`src/rtl/backprop_weight_update_if.sv`:
```
// Handshake and data bus between the weight-update stage and its controller.
// The master side issues start/load requests and vectors; the slave side owns the weight bank.
interface backprop_weight_update_if #(
  parameter int data_size = 4,
  parameter int size      = 3,
  parameter int in_size   = 3
);
  logic                                 start;
  logic                                 load_weights;
  logic [data_size*size-1:0]            cost_stream;
  logic [data_size*in_size-1:0]         x_stream;
  logic [data_size*size*in_size-1:0]    weight_in;
  logic [data_size*size*in_size-1:0]    weight_stream;
  logic                                 busy;
  logic                                 done;

  modport master (
    output start, load_weights, cost_stream, x_stream, weight_in,
    input  weight_stream, busy, done
  );

  modport slave (
    input  start, load_weights, cost_stream, x_stream, weight_in,
    output weight_stream, busy, done
  );
endinterface

```
`src/rtl/backprop_weight_update.sv`:
```
// Output-layer weight update: adds (cost[j]*x[i]) >>> lr_shift to each W[j][i] with saturation,
// one weight per clock, and presents the whole bank continuously on weight_stream.
module backprop_weight_update #(
  parameter int data_size = 4,
  parameter int size      = 3,
  parameter int in_size   = 3,
  parameter int lr_shift  = 1
) (
  input  logic                      clk,
  input  logic                      rst,
  backprop_weight_update_if.slave   bus
);
  localparam int N  = size * in_size;
  localparam int PW = 2 * data_size;
  localparam int SW = PW + 1;
  localparam int JW = (size > 1) ? $clog2(size) : 1;
  localparam int IW = (in_size > 1) ? $clog2(in_size) : 1;
  localparam int NW = (N > 1) ? $clog2(N) : 1;
  localparam logic signed [SW-1:0] SAT_HI = SW'((1 << (data_size - 1)) - 1);
  localparam logic signed [SW-1:0] SAT_LO = ~SAT_HI;

  typedef enum logic [1:0] {IDLE, UPDATE, DONE} state_t;

  function automatic logic signed [data_size-1:0] sat(input logic signed [SW-1:0] s);
    if (s > SAT_HI)      return SAT_HI[data_size-1:0];
    else if (s < SAT_LO) return SAT_LO[data_size-1:0];
    else                 return s[data_size-1:0];
  endfunction

  state_t                        state_q, state_d;
  logic [data_size*size-1:0]     cost_q, cost_d;
  logic [data_size*in_size-1:0]  x_q, x_d;
  logic signed [data_size-1:0]   w_q [N];
  logic signed [data_size-1:0]   w_d [N];
  logic [JW-1:0]                 j_q, j_d;
  logic [IW-1:0]                 i_q, i_d;
  logic [NW-1:0]                 n_q, n_d;
  logic                          busy_q, busy_d;
  logic                          done_q, done_d;

  logic signed [data_size-1:0]   cost_a [size];
  logic signed [data_size-1:0]   x_a [in_size];
  logic signed [PW-1:0]          prod;
  logic signed [PW-1:0]          delta;
  logic signed [SW-1:0]          sum;
  logic [data_size*N-1:0]        wstream;

  always_comb begin
    for (int k = 0; k < size; k++)    cost_a[k] = cost_q[(size-k)*data_size-1 -: data_size];
    for (int k = 0; k < in_size; k++) x_a[k]    = x_q[(in_size-k)*data_size-1 -: data_size];
    wstream = '0;
    for (int k = 0; k < N; k++)       wstream[(N-k)*data_size-1 -: data_size] = w_q[k];
  end

  // Gradient datapath for the weight currently addressed by (j, i, n)
  assign prod  = PW'(cost_a[j_q]) * PW'(x_a[i_q]);
  assign delta = prod >>> lr_shift;
  assign sum   = SW'(w_q[n_q]) + SW'(delta);

  always_comb begin
    state_d = state_q;
    cost_d  = cost_q;
    x_d     = x_q;
    w_d     = w_q;
    j_d     = j_q;
    i_d     = i_q;
    n_d     = n_q;
    busy_d  = busy_q;
    done_d  = 1'b0;
    case (state_q)
      IDLE: begin
        if (bus.load_weights) begin
          for (int k = 0; k < N; k++) w_d[k] = bus.weight_in[(N-k)*data_size-1 -: data_size];
        end else if (bus.start) begin
          cost_d  = bus.cost_stream;
          x_d     = bus.x_stream;
          j_d     = '0;
          i_d     = '0;
          n_d     = '0;
          busy_d  = 1'b1;
          state_d = UPDATE;
        end
      end
      UPDATE: begin
        w_d[n_q] = sat(sum);
        n_d      = n_q + NW'(1);
        // i runs fastest so the flat index n walks the bank in ascending order
        if (i_q == IW'(in_size - 1)) begin
          i_d = '0;
          if (j_q == JW'(size - 1)) begin
            j_d     = '0;
            n_d     = '0;
            busy_d  = 1'b0;
            done_d  = 1'b1;
            state_d = DONE;
          end else begin
            j_d = j_q + JW'(1);
          end
        end else begin
          i_d = i_q + IW'(1);
        end
      end
      DONE: begin
        state_d = IDLE;
      end
      default: begin
        state_d = IDLE;
        busy_d  = 1'b0;
      end
    endcase
  end

  always_ff @(posedge clk or posedge rst) begin
    if (rst) begin
      state_q <= IDLE;
      cost_q  <= '0;
      x_q     <= '0;
      for (int k = 0; k < N; k++) w_q[k] <= '0;
      j_q     <= '0;
      i_q     <= '0;
      n_q     <= '0;
      busy_q  <= 1'b0;
      done_q  <= 1'b0;
    end else begin
      state_q <= state_d;
      cost_q  <= cost_d;
      x_q     <= x_d;
      w_q     <= w_d;
      j_q     <= j_d;
      i_q     <= i_d;
      n_q     <= n_d;
      busy_q  <= busy_d;
      done_q  <= done_d;
    end
  end

  assign bus.weight_stream = wstream;
  assign bus.busy          = busy_q;
  assign bus.done          = done_q;
endmodule

```
`src/flat_wrapper.sv`:
```
// flat-port wrapper written by rule: the top's interface ports become plain ports
module backprop_weight_update_flat 
#(
  parameter int data_size = 4,
  parameter int size      = 3,
  parameter int in_size   = 3,
  parameter int lr_shift  = 1
)
  (clk, rst, bus_start, bus_load_weights, bus_cost_stream, bus_x_stream, bus_weight_in, bus_weight_stream, bus_busy, bus_done);
  backprop_weight_update_if #(.data_size(data_size), .size(size), .in_size(in_size)) bus_i ();
  input  logic clk;
  input  logic rst;
  input wire logic [$bits(bus_i.start)-1:0] bus_start;
  input wire logic [$bits(bus_i.load_weights)-1:0] bus_load_weights;
  input wire logic [$bits(bus_i.cost_stream)-1:0] bus_cost_stream;
  input wire logic [$bits(bus_i.x_stream)-1:0] bus_x_stream;
  input wire logic [$bits(bus_i.weight_in)-1:0] bus_weight_in;
  output wire logic [$bits(bus_i.weight_stream)-1:0] bus_weight_stream;
  output wire logic [$bits(bus_i.busy)-1:0] bus_busy;
  output wire logic [$bits(bus_i.done)-1:0] bus_done;
  assign bus_i.start = bus_start;
  assign bus_i.load_weights = bus_load_weights;
  assign bus_i.cost_stream = bus_cost_stream;
  assign bus_i.x_stream = bus_x_stream;
  assign bus_i.weight_in = bus_weight_in;
  assign bus_weight_stream = bus_i.weight_stream;
  assign bus_busy = bus_i.busy;
  assign bus_done = bus_i.done;
  backprop_weight_update #(.data_size(data_size), .size(size), .in_size(in_size), .lr_shift(lr_shift)) u_core (.clk(clk), .rst(rst), .bus(bus_i));
endmodule
```
`config.mk`:
```
export PLATFORM = sky130hd
export DESIGN_NAME = backprop_weight_update_flat
export DESIGN_NICKNAME = d
export VERILOG_FILES = /design/src/rtl/backprop_weight_update_if.sv /design/src/rtl/backprop_weight_update.sv /design/src/flat_wrapper.sv
export SDC_FILE = /design/constraint.sdc
export NUM_CORES = 1
export LEC_CHECK = 0
export ABC_AREA = 1
export BUFFER_PORTS_ARGS = -buffer_cell sky130_fd_sc_hd__buf_2
export CORE_ASPECT_RATIO = 0.8
export CORE_UTILIZATION = 30
export DETAILED_ROUTE_END_ITERATION = 7
export GPL_ROUTABILITY_DRIVEN = 1
export PLACE_DENSITY = 0.58
export REMOVE_ABC_BUFFERS = 1
export SLEW_MARGIN = 0
export SYNTH_ARGS = -nofsm -noshare
export SYNTH_HDL_FRONTEND = slang
export SYNTH_SLANG_ARGS = --single-unit
```
`constraint.sdc`:
```
create_clock -name clk -period 7 [get_ports clk]
set_input_delay 0.7 -clock clk [delete_from_list [all_inputs] [get_ports clk]]
set_output_delay 0.7 -clock clk [all_outputs]
set_load 0.02 [all_outputs]
```
==> impl_summary.md, run 1 <==
Status
The flow ran to the end, and the final reports show no timing, DRC or antenna violations.

Setup path
In this run the critical register-to-register path is launched from u_core.i_q[0]. Broken down by cell family, the worst path's largest delay share belongs to adder cells. In this design, the critical path's most frequently occurring cell is nand2_1. The maximum fanout count along the critical path is 11. The register-to-register setup slack is 1.27 ns. The data required time at the worst endpoint is 7.23 ns. The kind of critical path is flip-flop to flip-flop.

The slowest library cell on the worst path is a221oi_1. The end of the worst register-to-register path is u_core.bus.weight_stream[17]. The worst path arrival time is 5.96 ns. The critical path contains buffers and inverters numbering 5 combined. The count of cells along the worst register-to-register path is 27. The longest individual stage delay on the worst path is 0.65 ns. The startpoint class of the critical path is a flip-flop.

STA classifies the critical path endpoint as a flip-flop.

Floorplan
The die covers 16300 µm². The starting density of the core is 0.311. Measured along the y axis, the die boundary spans 114 µm. The die is 143 µm wide. The core footprint is 15200 µm². During I/O placement, the number of pins put on the boundary was 102. The row count is 40.

Finish
Leaving out fill and tap cells, the most frequent cell in the layout is nand2_1. At the end of the flow the core is filled with cells to 0.375. The area of all placed cells without fillers is 5700 µm². Of the cells placed in the final design, the portion with a size suffix greater than 1 is 0.200. The number of antenna diodes in the final layout is 0.

Compared with the post-synthesis result, the final layout area differs by 20.3%. The total of fill cells in the finished design is 1668. In the layout the commonest cells are nand2_1 (175), buf_2 (101), inv_1 (78).

After the flow finishes, the layout carries non-filler instances totaling 921. The net count of the finished layout is 803.

Drt
In this run the remaining antenna-violating nets after routing total 0. Across all layers, the routed design uses 4201 vias. The mean number of vias per cell is 4.56. The first routing iteration left 281 violations. The number of design rule violations left after detail routing is 0. In the final routed layout, each cell accounts on average for 13.2 µm.

The first detailed-routing pass took 4 iterations. After detailed routing, the total wire length is 12200 µm.

Global route
The number of global-route vias before repair is 4037. The first global-routing pass estimated 20100 µm of wire. The final global-route overflow total is 0. The largest net degree at the start of global routing is 73. The number of antenna violations at the first check in global routing came to 0. The aggregate global-route resource usage is 0.160.

Worst hold path
The path class of the tightest hold or removal check is flip-flop to flip-flop. The cell count of the worst hold path is 1. The path with the worst hold slack has its endpoint at u_core.cost_a[4].

In this run the most critical hold path is launched from u_core.cost_a[4].

STA
The final setup skew is 0.00863 ns. The worst max-slew margin expressed relative to the limit is 0.373. Setup violations remaining at the end of the flow were counted as 0. The transition time of the tightest slew-check pin is 0.940 ns. Setup repair after global routing left no endpoint under its margin. The final-report hold violation count is 0. The final period demand of the worst path is 5.73 ns. The final-layout setup total negative slack is 0 ns. Dividing the final minimum period by the clock period gives 0.819. Timing would allow up to 0.174 GHz. The number of max-slew violations in the final report came to 0.

Flow run
Across the run, the number of max-cap violations was 0.

Clocking
In this run the deepest clock path goes through 2 buffers. The clock reaches the later pin of the worst-skew pair after 0.34 ns. The number of levels the H-tree was split into is 3. In this run, CTS created clock tree buffers numbering 9. The clock tree root buffer cell is clkbuf_16. Post-CTS timing repair inserted 0 buffers for setup. The clock sink count is 72. The number of gates given a new drive strength after cts is 0. The TritonCTS clock tree is built.

The number of hold buffers added after CTS is 0. The clock slew seen by the registers of the worst setup and hold paths is 0.06 ns.

Yosys
The xor/xnor cell area share of the yosys netlist is 0.0148. The total standard cell area after synthesis is 4740 µm². The synthesized instance count is 609. The main combinational cell family by area after synthesis is simple AND/OR/NAND/NOR gates. In this run, synthesis produced a sequential element count of 72. Of the total synthesized cell area, the portion taken by AND, OR, NAND and NOR gates is 0.249. The adder-cell share of the synthesized area is 0.103. The area fraction in compound gates after synthesis is 0.116. Yosys mapped the design onto 38 distinct sky130hd cell types. Dividing the synthesized area by the synthesized cell count gives 7.78 µm². For this run, the register share of the synthesized area comes to 0.380.

The portion of netlist area occupied by mux cells is 0.0475. The count of warnings emitted by yosys is 0.

Placed design
The routability-driven placement congestion ratio is 0.780. Summing all placed instances gives a cell area of 5430 µm². In this run the tool buffered the top-level ports with 101 buffer cells. Detailed placement finished with a half-perimeter wire length of 9310 µm. Once placement completed, the tool counted placed cells totaling 905.
-- registers in the layout, summed over array words and instances (netlist names), 2 cells and up --
signal	flops
u_core.bus.weight_stream	36
u_core.j_q	2
u_core.x_a	12
u_core.n_q	4
u_core.cost_a	12
u_core.i_q	2
u_core.state_q	2
-- worst reg2reg max path: cells and delay by family (launching register included) --
family | cells | cell delay [ns]
flip-flops | 1 | 0.40
AND/OR/NAND/NOR | 11 | 1.24
adder cells (fa/ha/maj) | 6 | 2.31
AO/OA/AOI/OAI | 3 | 0.92
buffers and inverters | 5 | 0.41
XOR/XNOR | 2 | 0.32
-- worst max path at each step --
stage,to,depth (start not counted),from
finish,u_core.bus.weight_stream[17],27,u_core.i_q[0]
global route,u_core.bus.weight_stream[34],27,u_core.i_q[0]
CTS,u_core.bus.weight_stream[29],27,u_core.i_q[0]
detailed placement,u_core.bus.weight_stream[29],27,u_core.i_q[0]
global placement,u_core.bus.weight_stream[1],27,u_core.i_q[0]
floorplan,u_core.bus.weight_stream[25],26,u_core.i_q[0]
-- kinds of logic after synthesis --
family | count (synthesis)
simple gates | 273
buf+inv | 104
compound gates | 99
flops | 72
fa+ha+maj | 33
mux | 20
xor+xnor | 8
-- cell type report --
cell class | instances | area [µm²] | area share
sequential | 72 | 1800 | 0.316
multi-input combinational | 433 | 2510 | 0.441
clock buffer | 13 | 250 | 0.0439
clock inverter | 3 | 17.5 | 0.00307
tap | 210 | 263 | 0.0461
timing repair buffer | 104 | 528 | 0.0927
inverter | 86 | 323 | 0.0567
-- through the flow --
| step | hold WS [ns] | worst slack, ns |
|---|---|---|
| 2_1_floorplan | 0.465 | 1.64 |
| 3_3_place_gp | 0.453 | 1.42 |
| 3_5_place_dp | 0.462 | 1.22 |
| 4_1_cts | 0.486 | 1.21 |
| 5_1_grt | 0.496 | 0.744 |
| 6_report | 0.488 | 1.27 |
-- synthesized netlist by cell type --
cell type / n / area, µm²
nand2_1: 175 / 657
o22ai_1: 1 / 6.26
ha_1: 23 / 288
o211ai_1: 8 / 60.1
nand2_2: 5 / 31.3
dfrtp_1: 72 / 1800
nand4_1: 1 / 6.26
nor2_1: 45 / 169
nor3_1: 5 / 25.0
fa_1: 10 / 200
or2_2: 1 / 6.26
inv_2: 7 / 26.3
xor2_1: 4 / 35.0
a31oi_1: 15 / 93.8
a21oi_1: 23 / 115
o21bai_1: 1 / 7.51
nor2_2: 1 / 6.26
clkbuf_1: 8 / 30.0
nor2_8: 1 / 20.0
mux2_1: 18 / 203
o21ai_1: 8 / 40.0
mux2_2: 2 / 22.5
buf_4: 5 / 37.5
xnor2_1: 4 / 35.0
nand3b_1: 1 / 7.51
buf_2: 4 / 20.0
o221ai_1: 1 / 8.76
o21a_1: 1 / 7.51
nor3b_1: 1 / 7.51
a221oi_1: 1 / 8.76
nor3_2: 4 / 40.0
or2_1: 5 / 31.3
inv_1: 79 / 297
nor3_4: 3 / 48.8
o21ai_0: 39 / 195
a22oi_1: 1 / 7.51
nand3_1: 25 / 125
buf_6: 1 / 11.3
-- metal layers --
layer  vias to the layer above  global-route usage  wire length (µm)
met5                         -                   0                 0
met4                         0              0.0430               125
met3                         9              0.0431               791
met2                       105               0.225              4980
met1                      1941               0.237              6280
li1                       2146                   -                 -
Power of run 1 is left out: the tool's default activity adds up to more than one toggle a clock period on the data nets, which glitch-free logic cannot reach.
==> run 2: changes to the inputs <==
- ABC_AREA: 1 -> 0
- clock period: 7 -> 6 ns (I/O delays scaled with it)
==> impl_summary.md, run 2 <==
Drt
Dividing the detail-routed via count by the number of cells gives 5.11. The total routed wirelength is 12700 µm. The number of design rule violations left after detail routing is 0. The count of nets left with antenna violations once routing finished came out at 0. The first routing iteration left 200 violations. The total number of vias is 3887. In the final routed layout, each cell accounts on average for 16.6 µm. The first TritonRoute pass finished after 4 iterations.

Finish
After the last flow step, the layout net total stands at 668. The area of all placed cells without fillers is 5690 µm². Leaving out fill and tap cells, the most frequent cell in the layout is buf_2. The area overhead of the layout relative to synthesis is 24.4%. The count of inserted antenna diode cells is 0. The register with the most flip-flops in the layout has 36 of them. The top cell types in the final layout, fill and taps aside, are buf_2 (101), dfrtp_1 (69), nand2_1 (41). The fraction of final layout cells with drive strength greater than 1 is 0.325.

STA
The worst max-slew margin expressed relative to the limit is 0.270. The final-report hold violation count was 0. Setup violations remaining at the end of the flow were counted as 0. At the pin with the least slew margin, the transition time is 1.09 ns.

The timing-limited maximum frequency is 0.174 GHz. The final setup skew is 0.00888 ns. The final period demand of the worst path is 5.76 ns. The part of the cycle the worst path needs is 0.960. The number of max-slew violations in the final report is 0.

Global route
For met1 alone, demand over resource in global routing was 0.236. The global routing stage identified its most utilized layer as met2. Entering global routing, the biggest net connects 73 pins.

In the global route stage, met3 resource usage came out at 0.0337. The number of global-route vias before repair is 4042. The first-pass GRT wire length is 20700 µm. In the global route stage, overall resource usage came out at 0.168.

The final global-route overflow total is 0. The number of antenna violations at the first check in global routing is 0. The global-route met2 utilization is 0.258.

Yosys
In the synthesized netlist, the number of instances is 468. The number of enable flip-flop cells after synthesis is 0. In this run the cell area of the synthesized design comes to 4580 µm².

Each instance of the synthesized netlist takes up on average 9.78 µm². In the synthesized netlist the dominant register cell turns out to be dfrtp_1. After synthesis, the cell types taking the most area are dfrtp_1 (39%), ha_1 (6.3%), mux2_2 (5.9%), o21ai_0 (4.9%), a21o_1 (4.4%). Of the total synthesized cell area, the portion taken by XOR and XNOR cells is 0.0191. The count of warnings emitted by yosys is 0. The synthesized flop and latch total is 72. The simple logic cell fraction of the synthesized area is 0.114. The dominant cell by count in the synthesized netlist is dfrtp_1. The proportion of register bits with asynchronous set or reset after synthesis is 1.00. The post-synthesis cell type count is 53. The area fraction in compound gates after synthesis is 0.205. The share of synthesized area in the top cell type comes to 0.394. Of the total synthesized cell area, the portion taken by full adders, half adders and majority gates is 0.107. Ranked by instance count, the synthesized netlist is headed by dfrtp_1 (72), o21ai_0 (45), nand2_1 (41), nor2_1 (34).

After synthesis, the largest family of logic cells by area is compound AO/OA/AOI/OAI gates. Of all cell types, the one taking the most synthesized area is dfrtp_1. The portion of netlist area occupied by mux cells is 0.118. The share of the Yosys chip area taken by registers is 0.394.

Clocking
TritonCTS created 9 clock buffers. The TritonCTS clock tree is built. CTS placed an instance of clkbuf_16 at the clock tree root. The clock net in this run drives a total of 72 sinks. For the worst-skew pair, the clock arrives at the later sink with an insertion delay of 0.34 ns.

The number of levels the H-tree was split into is 3. The clock slew seen by the registers of the worst setup and hold paths is 0.06 ns. The clock passes through at most 2 buffers.

Floorplan
In this run the count of I/O pins placed on the die edge is 102. In this run the vertical extent of the chip is 112 µm. For this configuration, the core starts out at a cell density of 0.314. The width of the die is 140 µm. The area of the die is 15800 µm². The region available for standard cell placement spans 14600 µm². The row count is 39.

Placed design
The routability-driven placement congestion ratio is 0.858. The instance area after placement is 5310 µm². In this run the tool buffered the top-level ports with 101 buffer cells. The final HPWL from detailed placement is 9680 µm.

Setup path
The startpoint class of the critical path is a flip-flop. The setup path with the least slack is of type flip-flop to flip-flop. STA classifies the critical path endpoint as a flip-flop.

In this run the critical register-to-register path is launched from u_core.i_q[0]. The end of the worst register-to-register path is u_core.bus.weight_stream[2]. The cell with the most instances on the worst path is fa_1. The slowest stage of the critical path is the fa_1 cell. At the worst endpoint, the required time is 6.25 ns. The longest individual stage delay on the worst path is 0.55 ns. In this run the register-to-register setup slack is 0.24 ns. The worst register-to-register path has a depth of 23. Traced cell by cell, the critical path runs through nor2b_2 -> buf_4 -> nand2_1 -> o21ai_0 -> nand2_1 -> fa_1 -> fa_1 -> fa_1 -> inv_1 -> ha_1 -> fa_2 -> a21o_1 -> a21oi_2 -> xnor2_1 -> xnor2_1 -> ha_1 -> inv_2 -> or3_1 -> o211ai_1 -> a41oi_2 -> o32a_1 -> buf_4 -> a211oi_2. The worst path arrival time is 6.01 ns.

The maximum fanout count along the critical path is 7. The buffer and inverter count on the worst path is 4. In this design, the largest share of critical-path delay is due to adder cells.

Worst hold path
In this run the most critical hold path is launched from bus_weight_in[23]. The worst min-delay path class is input pin to flip-flop. The endpoint with the worst hold slack is u_core.bus.weight_stream[23]. The worst hold path passes through 3 cells.

Status
The run finished with clean final reports.

Flow run
Max-cap violations in this run came to 0.
-- run 2: worst max path at each step --
stage	from	endpoint	slack, ns	depth (start not counted)
detailed placement	u_core.j_q[1]	u_core.bus.weight_stream[26]	-0.11	22
global route	u_core.j_q[1]	u_core.bus.weight_stream[2]	-0.0006	21
CTS	u_core.j_q[1]	u_core.bus.weight_stream[26]	0.006	21
global placement	u_core.i_q[0]	u_core.bus.weight_stream[6]	0.16	23
floorplan	u_core.i_q[0]	u_core.bus.weight_stream[10]	0.02	20
finish	u_core.i_q[0]	u_core.bus.weight_stream[2]	0.24	23
-- run 2: logic make-up (layout without fill, tap and decap cells) --
group | after synthesis | count (layout)
AOI/OAI and AO/OA | 148 | 148
and+or+nand+nor | 112 | 112
DFF | 72 | 72
buffers and inverters | 47 | 155
muxes | 46 | 46
adders and majority gates | 33 | 33
xor gates and xnor gates | 10 | 10
-- run 2: metrics by stage --
stage	utilization	instances	worst slack [ns]	hold slack, ns	TNS [ns]
CTS	0.387	756	0.00610	0.478	0
floorplan	-	438	0.0229	0.476	0
global route	0.390	760	-0.000646	0.475	-0.000646
finish	0.390	760	0.239	0.487	0
detailed placement	0.364	740	-0.109	0.496	-1.65
global placement	0.364	740	0.164	0.496	0
-- run 2: worst reg2reg max path, delay by kind of cell (launching register included) --
| family | cells | cell delay, ns |
|---|---|---|
| xor+xnor | 2 | 0.23 |
| buf+inv | 4 | 0.45 |
| flops | 1 | 0.45 |
| fa+ha+maj | 6 | 2.44 |
| compound gates | 7 | 1.48 |
| simple gates | 4 | 0.64 |
-- run 2: cell type report --
type                            count  area (µm²)
Inverter                           17        63.8
Sequential cell                    72        1810
Tap cell                          184         230
Fill cell                        1438        8900
Timing Repair Buffer              122         663
Clock buffer                       10         239
Multi-Input combinational cell    349        2620
Clock inverter                      6        75.1
-- run 2: per-layer routing --
metal	wire length, µm	part of all wire	vias up
li1	-	-	1879
met1	5880	0.46	1875
met2	5780	0.46	119
met3	829	0.066	14
met4	160	0.013	0
met5	0	0	-
-- run 2: timing repair --
item	in CTS	in global routing
endpoints found under the setup margin	27	36
resized for setup	6	12
pin swaps	0	8
setup buffers	0	4
hold buffers	0	0
Power of run 2 is left out for the same reason.
==> run 3: changes to the inputs <==
- CORE_MARGIN: default -> 8
- MAX_ROUTING_LAYER: default -> met4
==> impl_summary.md, run 3 (synthesized netlist as in run 2, its figures left out) <==
STA
The final-layout setup total negative slack is 0 ns. Setup repair after global routing left no endpoint under its margin. The worst path in the final design needs a cycle of 5.71 ns, including I/O delays and setup. Setup violations remaining at the end of the flow were counted as 0. On the final layout, the worst clock skew is 0.00835 ns.

At the pin with the least slew margin, the transition time is 1.17 ns. Static timing analysis puts the maximum clock frequency at 0.175 GHz. The number of max-slew violations in the final report is 0. The worst max-slew margin expressed relative to the limit is 0.223.

The final-report hold violation count was 0. The part of the cycle the worst path needs is 0.952.

Drt
The total number of vias is 3893. The detail route stage leaves a number of antenna-violating nets equal to 0. The mean number of vias per cell is 5.08. The first-pass detailed-route iteration total is 4.

The routed length per placed instance is 17.5 µm. The number of design rule violations left after detail routing is 0. Summed over all layers, the routed wires come to 13400 µm. The initial DRC count is 273.

Clocking
The number of buffers created by CTS is 9. The clock tree root buffer cell is clkbuf_16. The longest clock path from root to sink contains 2 buffers. The clock slew seen by the registers of the worst setup and hold paths is 0.06 ns. At the later pin of the worst-skew pair, clock insertion delay measures 0.34 ns.

Clock tree synthesis found a total of 72 sinks. The TritonCTS clock tree is built. The number of levels the H-tree was split into is 3.

Setup path
Along the worst path, the maximum fanout reaches 5. The kind of end point of the critical path is a flip-flop. Counting cells, the worst reg-to-reg path comes to 21. The data required time at the worst endpoint is 6.26 ns.

The worst setup path is launched from a flip-flop. Data on the critical path arrives at its endpoint at 5.97 ns. The kind of critical path is flip-flop to flip-flop.

Finish
0 antenna diodes ended up in the layout. The flip-flop count of the largest register after layout is 36. The fraction of final layout cells with drive strength greater than 1 is 0.321. From synthesis to final layout, the design area changed by 23.7%. Leaving out fill and tap cells, the most frequent cells in the layout are buf_2 (101), dfrtp_1 (70), o21ai_0 (42). The area of all placed cells without fillers is 5660 µm². The final net count is 669.

The most common library cell in the layout ignoring fill and taps is buf_2.

Status
The flow ran to the end, and the final reports show no timing, DRC or antenna violations.

Floorplan
The row count is 40. The die is 154 µm wide. After floorplanning, the core was sized to cover 15000 µm². The number of ports placed on the die boundary is 102.

For this configuration, the core starts out at a cell density of 0.306. The floorplan step set the die height to 126 µm. The area of the die is 19500 µm².

Flow run
The number of maximum-capacitance constraint violations is 0.

Global route
The first global-routing pass estimated 22300 µm of wire. Entering global routing, the biggest net connects 73 pins. Global routing finished with a remaining overflow of 0.

In the global route stage, overall resource usage came out at 0.146. The number of antenna violations at the first check in global routing is 0. The number of global-route vias before repair is 4159.

Worst hold path
The worst min-delay path class is input pin to flip-flop. The cell count of the worst hold path is 3.

Placed design
The number of port buffers is 101. After detailed placement, the total cell area comes to 5320 µm². Detailed placement finished with a half-perimeter wire length of 10400 µm. The routability-driven placement congestion ratio is 0.820.
[run 3: cell types whose count changed in the layout (fill, tap and decap cells not counted), moves of 2 or more]
cell,delta
clkbuf_1,+2
clkinv_2,+4
inv_6,-2
o21ai_0,+2
[run 3: repair_timing]
action,in CTS,in global routing
buffers inserted,0,4
endpoints found under the setup margin,0,36
resized for setup,0,14
hold buffers,0,0
[run 3: path summary, 6_finish.rpt]
path	start	end	slack [ns]
worst min register to register	u_core.cost_a[1]	u_core.cost_a[1]	0.50
max in group asynchronous	rst	u_core.i_q[0]	4.83
worst min-delay path	bus_weight_in[27]	u_core.bus.weight_stream[27]	0.49
min in group asynchronous	rst	u_core.x_a[7]	0.54
worst max-delay path	u_core.j_q[1]	u_core.bus.weight_stream[6]	0.29
worst max register to register	u_core.j_q[1]	u_core.bus.weight_stream[6]	0.29
[run 3: layout make-up]
class	count	area [µm²]
Fill cell	1538	9300
Multi-Input combinational cell	349	2620
Sequential cell	72	1800
Timing Repair Buffer	123	671
Clock buffer	12	246
Tap cell	189	236
Inverter	17	63.8
Clock inverter	4	20.0
[run 3: layer usage]
layer | routed length [µm] | track usage | vias up
met3 | 680 | 0.0288 | 12
li1 | - | - | 1877
met4 | 247 | 0.0523 | 0
met5 | 0 | - | -
met2 | 6060 | 0.212 | 98
met1 | 6390 | 0.200 | 1906
[run 3: stage by stage]
stage / hold slack, ns / util / cells / setup WS (ns)
global placement: 0.492 / 0.356 / 746 / 0.246
global route: 0.478 / 0.378 / 766 / 0.0156
detailed placement: 0.495 / 0.356 / 746 / 0.0165
finish: 0.486 / 0.378 / 766 / 0.288
floorplan: 0.476 / - / 438 / 0.0229
CTS: 0.476 / 0.373 / 762 / 0.0187
[run 3: critical path: stages (launching register included)]
cell	delay, ns
dfrtp_1	0.42
mux2i_1	0.21
o21ai_1	0.10
or2_2	0.32
fa_1	0.56
fa_1	0.44
fa_1	0.51
inv_1	0.04
ha_1	0.22
fa_2	0.36
a21o_1	0.20
a21oi_2	0.16
xnor2_2	0.08
xnor2_1	0.14
ha_1	0.35
inv_2	0.08
or3_1	0.30
o211ai_1	0.26
a41oi_2	0.19
o32a_1	0.33
buf_4	0.17
a31oi_1	0.18
Power of run 3 is left out for the same reason.
